### config.mk
export PLATFORM = sky130hd
export DESIGN_NAME = load_store_unit_flat
export DESIGN_NICKNAME = d
export VERILOG_FILES = /design/src/rtl/load_store_unit_if.sv /design/src/rtl/load_store_unit.sv /design/src/flat_wrapper.sv
export SDC_FILE = /design/constraint.sdc
export NUM_CORES = 1
export LEC_CHECK = 0
export ABC_AREA = 1
export CORE_MARGIN = 3
export CORE_UTILIZATION = 55
export DETAILED_ROUTE_END_ITERATION = 8
export DONT_BUFFER_PORTS = 1
export GPL_TIMING_DRIVEN = 0
export PLACE_DENSITY = 0.79
export SETUP_SLACK_MARGIN = 0.1
export SYNTH_ARGS = -nofsm -noshare
export SYNTH_HDL_FRONTEND = slang
export SYNTH_SLANG_ARGS = --single-unit
### constraint.sdc
create_clock -name clk -period 1.4 [get_ports clk]
set_input_delay 0 -clock clk [delete_from_list [all_inputs] [get_ports clk]]
set_output_delay 0 -clock clk [all_outputs]
set_load 0.02 [all_outputs]
### src/rtl/load_store_unit_if.sv
// Bus bundle for load_store_unit: pipeline request/response and the word-ported
// data memory port. The slave modport is the LSU's view; the master modport is
// the environment (pipeline plus memory).
interface load_store_unit_if;
    // Pipeline request
    logic        reqValid;
    logic        reqWrite;
    logic [1:0]  reqSize;
    logic        reqSigned;
    logic [31:0] reqAddr;
    logic [31:0] reqData;
    // Pipeline response
    logic        stall;
    logic [31:0] loadData;
    logic        loadValid;
    logic        misaligned;
    // Data memory port
    logic [31:0] memAddress;
    logic [31:0] memWriteData;
    logic        memRead;
    logic        memWrite;
    logic [31:0] memReadData;

    modport slave (
        input  reqValid, reqWrite, reqSize, reqSigned, reqAddr, reqData, memReadData,
        output stall, loadData, loadValid, misaligned,
        output memAddress, memWriteData, memRead, memWrite
    );

    modport master (
        output reqValid, reqWrite, reqSize, reqSigned, reqAddr, reqData, memReadData,
        input  stall, loadData, loadValid, misaligned,
        input  memAddress, memWriteData, memRead, memWrite
    );
endinterface

### src/rtl/load_store_unit.sv
// load_store_unit: memory-stage load/store sequencer in front of a big-endian,
// word-ported data memory. Always issues word-aligned accesses, does
// read-modify-write for sub-word stores and extends sub-word load results.
// Optional feature macro: LSU_SUBWORD_EN (byte/halfword support). Without it only
// word accesses are legal and everything else is reported as misaligned.
module load_store_unit (
    input  logic             clk,
    input  logic             rst_n,
    load_store_unit_if.slave bus
);

    typedef enum logic [1:0] {
        IDLE     = 2'd0,
        RD_ISSUE = 2'd1,
        RD_WAIT  = 2'd2,
        WR_ISSUE = 2'd3
    } state_t;

    localparam logic [1:0] SZ_BYTE = 2'b00;
    localparam logic [1:0] SZ_HALF = 2'b01;
    localparam logic [1:0] SZ_WORD = 2'b10;

    state_t      state_q, state_d;
    logic        stall_q, stall_d;
    logic        load_valid_q, load_valid_d;
    logic        misaligned_q, misaligned_d;
    logic        mem_read_q, mem_read_d;
    logic        mem_write_q, mem_write_d;
    logic [31:0] load_data_q, load_data_d;
    logic [31:0] mem_address_q, mem_address_d;
    logic [31:0] mem_write_data_q, mem_write_data_d;
    logic        legal;

`ifdef LSU_SUBWORD_EN
    // Captured request fields needed after the accept edge
    logic        req_write_q, req_write_d;
    logic [1:0]  req_size_q, req_size_d;
    logic        req_signed_q, req_signed_d;
    logic [1:0]  req_off_q, req_off_d;
    logic [15:0] req_data_q, req_data_d;

    // Pick the addressed byte/halfword out of a big-endian word and extend it
    function automatic logic [31:0] extract(input logic [31:0] w, input logic [1:0] sz,
                                            input logic [1:0] off, input logic sgn);
        logic [7:0]  b;
        logic [15:0] h;
        logic [31:0] r;
        case (off)
            2'd0:    b = w[31:24];
            2'd1:    b = w[23:16];
            2'd2:    b = w[15:8];
            default: b = w[7:0];
        endcase
        h = off[1] ? w[15:0] : w[31:16];
        case (sz)
            SZ_BYTE: r = {{24{sgn & b[7]}}, b};
            SZ_HALF: r = {{16{sgn & h[15]}}, h};
            default: r = w;
        endcase
        return r;
    endfunction

    // Overwrite only the addressed lane(s) of the word read back from memory
    function automatic logic [31:0] merge(input logic [31:0] w, input logic [1:0] sz,
                                          input logic [1:0] off, input logic [15:0] d);
        logic [31:0] r;
        r = w;
        if (sz == SZ_BYTE) begin
            case (off)
                2'd0:    r[31:24] = d[7:0];
                2'd1:    r[23:16] = d[7:0];
                2'd2:    r[15:8]  = d[7:0];
                default: r[7:0]   = d[7:0];
            endcase
        end else if (off[1]) begin
            r[15:0] = d;
        end else begin
            r[31:16] = d;
        end
        return r;
    endfunction
`else
    // Sign control has no meaning when only full words can be loaded
    logic unused_req_signed;
    assign unused_req_signed = bus.reqSigned;
`endif

    // Size/alignment legality of the request currently on the bus
    always_comb begin
        legal = 1'b0;
        case (bus.reqSize)
            SZ_WORD: legal = (bus.reqAddr[1:0] == 2'b00);
`ifdef LSU_SUBWORD_EN
            SZ_BYTE: legal = 1'b1;
            SZ_HALF: legal = ~bus.reqAddr[0];
`endif
            default: legal = 1'b0;
        endcase
    end

    // Next-state and registered-output computation
    always_comb begin
        state_d          = state_q;
        load_valid_d     = 1'b0;
        misaligned_d     = 1'b0;
        mem_read_d       = 1'b0;
        mem_write_d      = 1'b0;
        load_data_d      = load_data_q;
        mem_address_d    = mem_address_q;
        mem_write_data_d = mem_write_data_q;
`ifdef LSU_SUBWORD_EN
        req_write_d      = req_write_q;
        req_size_d       = req_size_q;
        req_signed_d     = req_signed_q;
        req_off_d        = req_off_q;
        req_data_d       = req_data_q;
`endif
        case (state_q)
            IDLE: begin
                if (bus.reqValid) begin
                    if (!legal) begin
                        // Reject without touching memory; stay ready
                        misaligned_d = 1'b1;
                    end else begin
                        mem_address_d = {bus.reqAddr[31:2], 2'b00};
`ifdef LSU_SUBWORD_EN
                        req_write_d  = bus.reqWrite;
                        req_size_d   = bus.reqSize;
                        req_signed_d = bus.reqSigned;
                        req_off_d    = bus.reqAddr[1:0];
                        req_data_d   = bus.reqData[15:0];
`endif
                        // Word stores go straight out; sub-word stores read first
                        if (bus.reqWrite && bus.reqSize == SZ_WORD) begin
                            mem_write_data_d = bus.reqData;
                            mem_write_d      = 1'b1;
                            state_d          = WR_ISSUE;
                        end else begin
                            mem_read_d = 1'b1;
                            state_d    = RD_ISSUE;
                        end
                    end
                end
            end
            RD_ISSUE: state_d = RD_WAIT;
            RD_WAIT: begin
`ifdef LSU_SUBWORD_EN
                if (req_write_q) begin
                    mem_write_data_d = merge(bus.memReadData, req_size_q, req_off_q, req_data_q);
                    mem_write_d      = 1'b1;
                    state_d          = WR_ISSUE;
                end else begin
                    load_data_d  = extract(bus.memReadData, req_size_q, req_off_q, req_signed_q);
                    load_valid_d = 1'b1;
                    state_d      = IDLE;
                end
`else
                load_data_d  = bus.memReadData;
                load_valid_d = 1'b1;
                state_d      = IDLE;
`endif
            end
            WR_ISSUE: state_d = IDLE;
            default:  state_d = IDLE;
        endcase
        stall_d = (state_d != IDLE);
    end

    // State and output registers; reset aborts any access in flight
    always_ff @(posedge clk or negedge rst_n) begin
        if (!rst_n) begin
            state_q          <= IDLE;
            stall_q          <= 1'b0;
            load_valid_q     <= 1'b0;
            misaligned_q     <= 1'b0;
            mem_read_q       <= 1'b0;
            mem_write_q      <= 1'b0;
            load_data_q      <= '0;
            mem_address_q    <= '0;
            mem_write_data_q <= '0;
        end else begin
            state_q          <= state_d;
            stall_q          <= stall_d;
            load_valid_q     <= load_valid_d;
            misaligned_q     <= misaligned_d;
            mem_read_q       <= mem_read_d;
            mem_write_q      <= mem_write_d;
            load_data_q      <= load_data_d;
            mem_address_q    <= mem_address_d;
            mem_write_data_q <= mem_write_data_d;
        end
    end

`ifdef LSU_SUBWORD_EN
    // Request capture registers
    always_ff @(posedge clk or negedge rst_n) begin
        if (!rst_n) begin
            req_write_q  <= 1'b0;
            req_size_q   <= SZ_WORD;
            req_signed_q <= 1'b0;
            req_off_q    <= 2'b00;
            req_data_q   <= '0;
        end else begin
            req_write_q  <= req_write_d;
            req_size_q   <= req_size_d;
            req_signed_q <= req_signed_d;
            req_off_q    <= req_off_d;
            req_data_q   <= req_data_d;
        end
    end
`endif

    assign bus.stall        = stall_q;
    assign bus.loadValid    = load_valid_q;
    assign bus.loadData     = load_data_q;
    assign bus.misaligned   = misaligned_q;
    assign bus.memRead      = mem_read_q;
    assign bus.memWrite     = mem_write_q;
    assign bus.memAddress   = mem_address_q;
    assign bus.memWriteData = mem_write_data_q;

endmodule

### src/flat_wrapper.sv
// flat-port wrapper written by rule: the top's interface ports become plain ports
module load_store_unit_flat 
  (clk, rst_n, bus_reqValid, bus_reqWrite, bus_reqSize, bus_reqSigned, bus_reqAddr, bus_reqData, bus_memReadData, bus_stall, bus_loadData, bus_loadValid, bus_misaligned, bus_memAddress, bus_memWriteData, bus_memRead, bus_memWrite);
  load_store_unit_if bus_i ();
  input  logic clk;
  input  logic rst_n;
  input wire logic [$bits(bus_i.reqValid)-1:0] bus_reqValid;
  input wire logic [$bits(bus_i.reqWrite)-1:0] bus_reqWrite;
  input wire logic [$bits(bus_i.reqSize)-1:0] bus_reqSize;
  input wire logic [$bits(bus_i.reqSigned)-1:0] bus_reqSigned;
  input wire logic [$bits(bus_i.reqAddr)-1:0] bus_reqAddr;
  input wire logic [$bits(bus_i.reqData)-1:0] bus_reqData;
  input wire logic [$bits(bus_i.memReadData)-1:0] bus_memReadData;
  output wire logic [$bits(bus_i.stall)-1:0] bus_stall;
  output wire logic [$bits(bus_i.loadData)-1:0] bus_loadData;
  output wire logic [$bits(bus_i.loadValid)-1:0] bus_loadValid;
  output wire logic [$bits(bus_i.misaligned)-1:0] bus_misaligned;
  output wire logic [$bits(bus_i.memAddress)-1:0] bus_memAddress;
  output wire logic [$bits(bus_i.memWriteData)-1:0] bus_memWriteData;
  output wire logic [$bits(bus_i.memRead)-1:0] bus_memRead;
  output wire logic [$bits(bus_i.memWrite)-1:0] bus_memWrite;
  assign bus_i.reqValid = bus_reqValid;
  assign bus_i.reqWrite = bus_reqWrite;
  assign bus_i.reqSize = bus_reqSize;
  assign bus_i.reqSigned = bus_reqSigned;
  assign bus_i.reqAddr = bus_reqAddr;
  assign bus_i.reqData = bus_reqData;
  assign bus_i.memReadData = bus_memReadData;
  assign bus_stall = bus_i.stall;
  assign bus_loadData = bus_i.loadData;
  assign bus_loadValid = bus_i.loadValid;
  assign bus_misaligned = bus_i.misaligned;
  assign bus_memAddress = bus_i.memAddress;
  assign bus_memWriteData = bus_i.memWriteData;
  assign bus_memRead = bus_i.memRead;
  assign bus_memWrite = bus_i.memWrite;
  load_store_unit u_core (.clk(clk), .rst_n(rst_n), .bus(bus_i));
endmodule
==> impl_metrics.py <==
metrics = {
    "outcome": {
        "status": "finished with violations",
        "failed_checks": "hold timing",
    },
    "die": {
        "die-area_mm2": 0.00826,
        "die_w_um": 90.9,
        "io_pins": 204,
        "core_mm2": 0.00691,
        "std_cell_rows": 30,
        "initial_core_util_pct": 57.4,
        "dieHeight_um": 90.9,
    },
    "setup_path": {
        "cp_max_fo": 10,
        "slowest_stage": "dfrtp_1",
        "critPathKind": "reg -> reg",
        "arrival_ps": 1470,
        "cp.required_ps": 1630,
        "crit_top_cell": "nand2_1",
        "crit_chain": "inv_2 > nand3_4 > clkinv_4 > nand2_2 > buf_6 > nand2_1 > nand2_1",
        "worst_setup_path_end_kind": "flop",
        "crit_path_max_incr_delay_ps": 410,
        "setup.worst_path.start_class": "flop",
    },
    "cells_and_area": {
        "area_delta_synth_final_pct": 33.8,
        "layout_commonest_cell": "nand2_1",
        "antenna_cells": 0,
        "fin_cells": 646,
        "fin_nets": 649,
        "drive_gt1_share_pct": 9.09,
        "final_cell_mix": "nand2_1 (223), dfrtp_1 (101), dlygate4sd3_1 (100)",
    },
    "yosys": {
        "synth_ff_type": "dfrtp_1",
        "avgSynthCellArea_um2": 9.15,
        "synth_top_area_share_pct": 63.8,
        "synthCells": 433,
        "yosysTopAreaCell": "dfrtp_1",
        "synth_area_leaders": "dfrtp_1 (64%), nand2_1 (21%), nand3_1 (8.1%)",
        "synth_edf_count": 0,
        "synth-seq-cells": 101,
        "ys_seq_area_share_pct": 63.8,
        "syn-cell-area_mm2": 0.00396,
        "yosysWarnings": 0,
        "async_flop_share_pct": 100,
        "synth_cell_types": 16,
    },
    "clock_tree": {
        "cts_max_level": 3,
        "cts_buffers": 9,
        "clkSinkCount": 101,
        "cts_tree": "done",
        "clk_pin_slew_worst_paths_ps": 100,
        "post_cts.repair.setup_buffers": 0,
        "ctsRootBufferMaster": "clkbuf_8",
        "clock_path_buffers": 2,
        "cts_hold_buf": 100,
        "clock_latency_ps": 350,
    },
    "sta": {
        "slew_violations": 0,
        "hold_viol": 101,
        "rsz0062_at_grt": "true",
        "setup_tns_ps": 0,
        "fmax_mhz": 809,
        "setup_viol_count_final": 0,
        "finalCritPeriodShare_pct": 88.3,
        "hold_slack_ps": -672,
        "skew_ps": 13.6,
        "fin_crit_ps": 1240,
    },
    "routing": {
        "initialDrtViolationCount": 191,
        "antenna_left": 0,
        "drc": 0,
        "met1Wirelength_um": 4130,
        "met3_length_um": 1120,
        "dr.pass1.iters": 4,
        "route.top_layer_used": "met4",
        "vias_per_cell": 5.31,
        "postRouteWirelength_um": 11300,
        "wl_per_cell_um": 17.5,
        "routed-via-count": 3431,
        "dr_wl_met2_um": 5850,
    },
    "grt": {
        "grt_pass1_vias": 3584,
        "grt_use_total_pct": 27.7,
        "antenna_found_initial": 0,
        "grt_pass1_wl_um": 18100,
        "grt_max_degree": 102,
        "grt-ovfl-total": 0,
    },
    "placed_design": {
        "io_buffers": 0,
        "finalWeightedCongestion": 0.798,
        "dp_cells": 530,
        "dp_hpwl_um": 6470,
    },
    "worst_hold_path": {
        "hp-class": "in -> async",
    },
    "pwr": {
        "pwr_density_cell_mw_per_mm2": 1400,
        "irDropWorstVdd_mv": 0.796,
        "power.leakage_uw": 0.00282,
    },
    "run": {
        "cap_violations": 0,
    },
}
area by class of cell:
type,instances,area [um2]
inverter,9,38.8
timing repair inverter,1,5.00
clock buffer,12,145
tap,96,120
multi-input combinational,298,1240
buffer,26,179
fill,430,1610
clock inverter,3,46.3
timing repair buffer,100,1000
sequential,101,2530
synth_stat cells (2+ instances only):
cell type / count
buf_4: 4
dfrtp_1: 101
buf_2: 14
nor2_1: 2
buf_6: 6
nand2_1: 223
inv_1: 5
inv_2: 4
nand3_1: 64
clkbuf_1: 2
nand2_2: 3
cells by family (layout without fill, tap and decap cells):
logic type / after synthesis / in the layout / share of synthesized area [%]
buffers and inverters: 35 / 151 / 5.27
DFF: 101 / 101 / 63.8
and+or+nand+nor: 296 / 296 / 30.8
other: 1 / 2 / 0.0946
worst max-delay path: cells and delay by family (launching register included):
| family | cells | cell delay (ps) |
|---|---|---|
| and+or+nand+nor | 4 | 350 |
| buffers and inverters | 3 | 360 |
| DFF | 1 | 410 |
layer usage:
| metal | track usage (%) | vias to the layer above |
|---|---|---|
| li1 | - | 1570 |
| met4 | 10.8 | 0 |
| met5 | 0 | - |
| met2 | 46.3 | 195 |
| met1 | 32.2 | 1639 |
| met3 | 10.5 | 27 |
repair_timing:
action | in CTS | in global routing
hold endpoints to repair | 197 | 101
resized for setup | 1 | 6
endpoints found under the setup margin | 19 | 43
gates cloned | 0 | 1
registers in the layout, summed over array words and instances, names as in the netlist:
signal	flops
u_core.bus.stall	1
u_core.bus.memRead	1
u_core.bus.memWrite	1
u_core.bus.misaligned	1
u_core.bus.loadData	32
u_core.state_q	2
u_core.bus.memWriteData	32
u_core.bus.memAddress	30
u_core.bus.loadValid	1
power breakdown:
group	leakage, uW	switching (uW)	internal (uW)
logic	0.00143	468	445
clock network	0.0000927	953	873
registers	0.00129	1190	3480
total	0.00282	2610	4800
stage by stage:
stage | area [um2] | setup WS [ps] | util, % | power [uW] | hold WS, ps
2_1_floorplan | 3970 | 289 | - | 5080 | -296
3_3_place_gp | 4090 | 93.0 | 59.2 | 5280 | -294
3_5_place_dp | 4090 | 93.7 | 59.2 | 5330 | -293
4_1_cts | 5280 | 132 | 76.5 | 7370 | -685
5_1_grt | 5300 | 93.3 | 76.7 | 7770 | -695
6_report | 5300 | 163 | 76.7 | 7410 | -672
final timing paths:
check / startpoint / endpoint / slack, ps / depth (start not counted)
setup / recovery: u_core.state_q[1] / u_core.bus.memAddress[10] / 160 / 7
hold / removal: rst_n / u_core.bus.memWriteData[18] / -670 / 0
setup reg to reg: u_core.state_q[1] / u_core.bus.memAddress[10] / 160 / 7
hold reg to reg: u_core.state_q[0] / u_core.state_q[1] / 530 / 2
max in group asynchronous: rst_n / u_core.bus.memAddress[8] / 1910 / 0
min in group clk: bus_memReadData[15] / u_core.bus.loadData[15] / 300 / 3
Note: power is estimated with default switching activity, not from simulation.
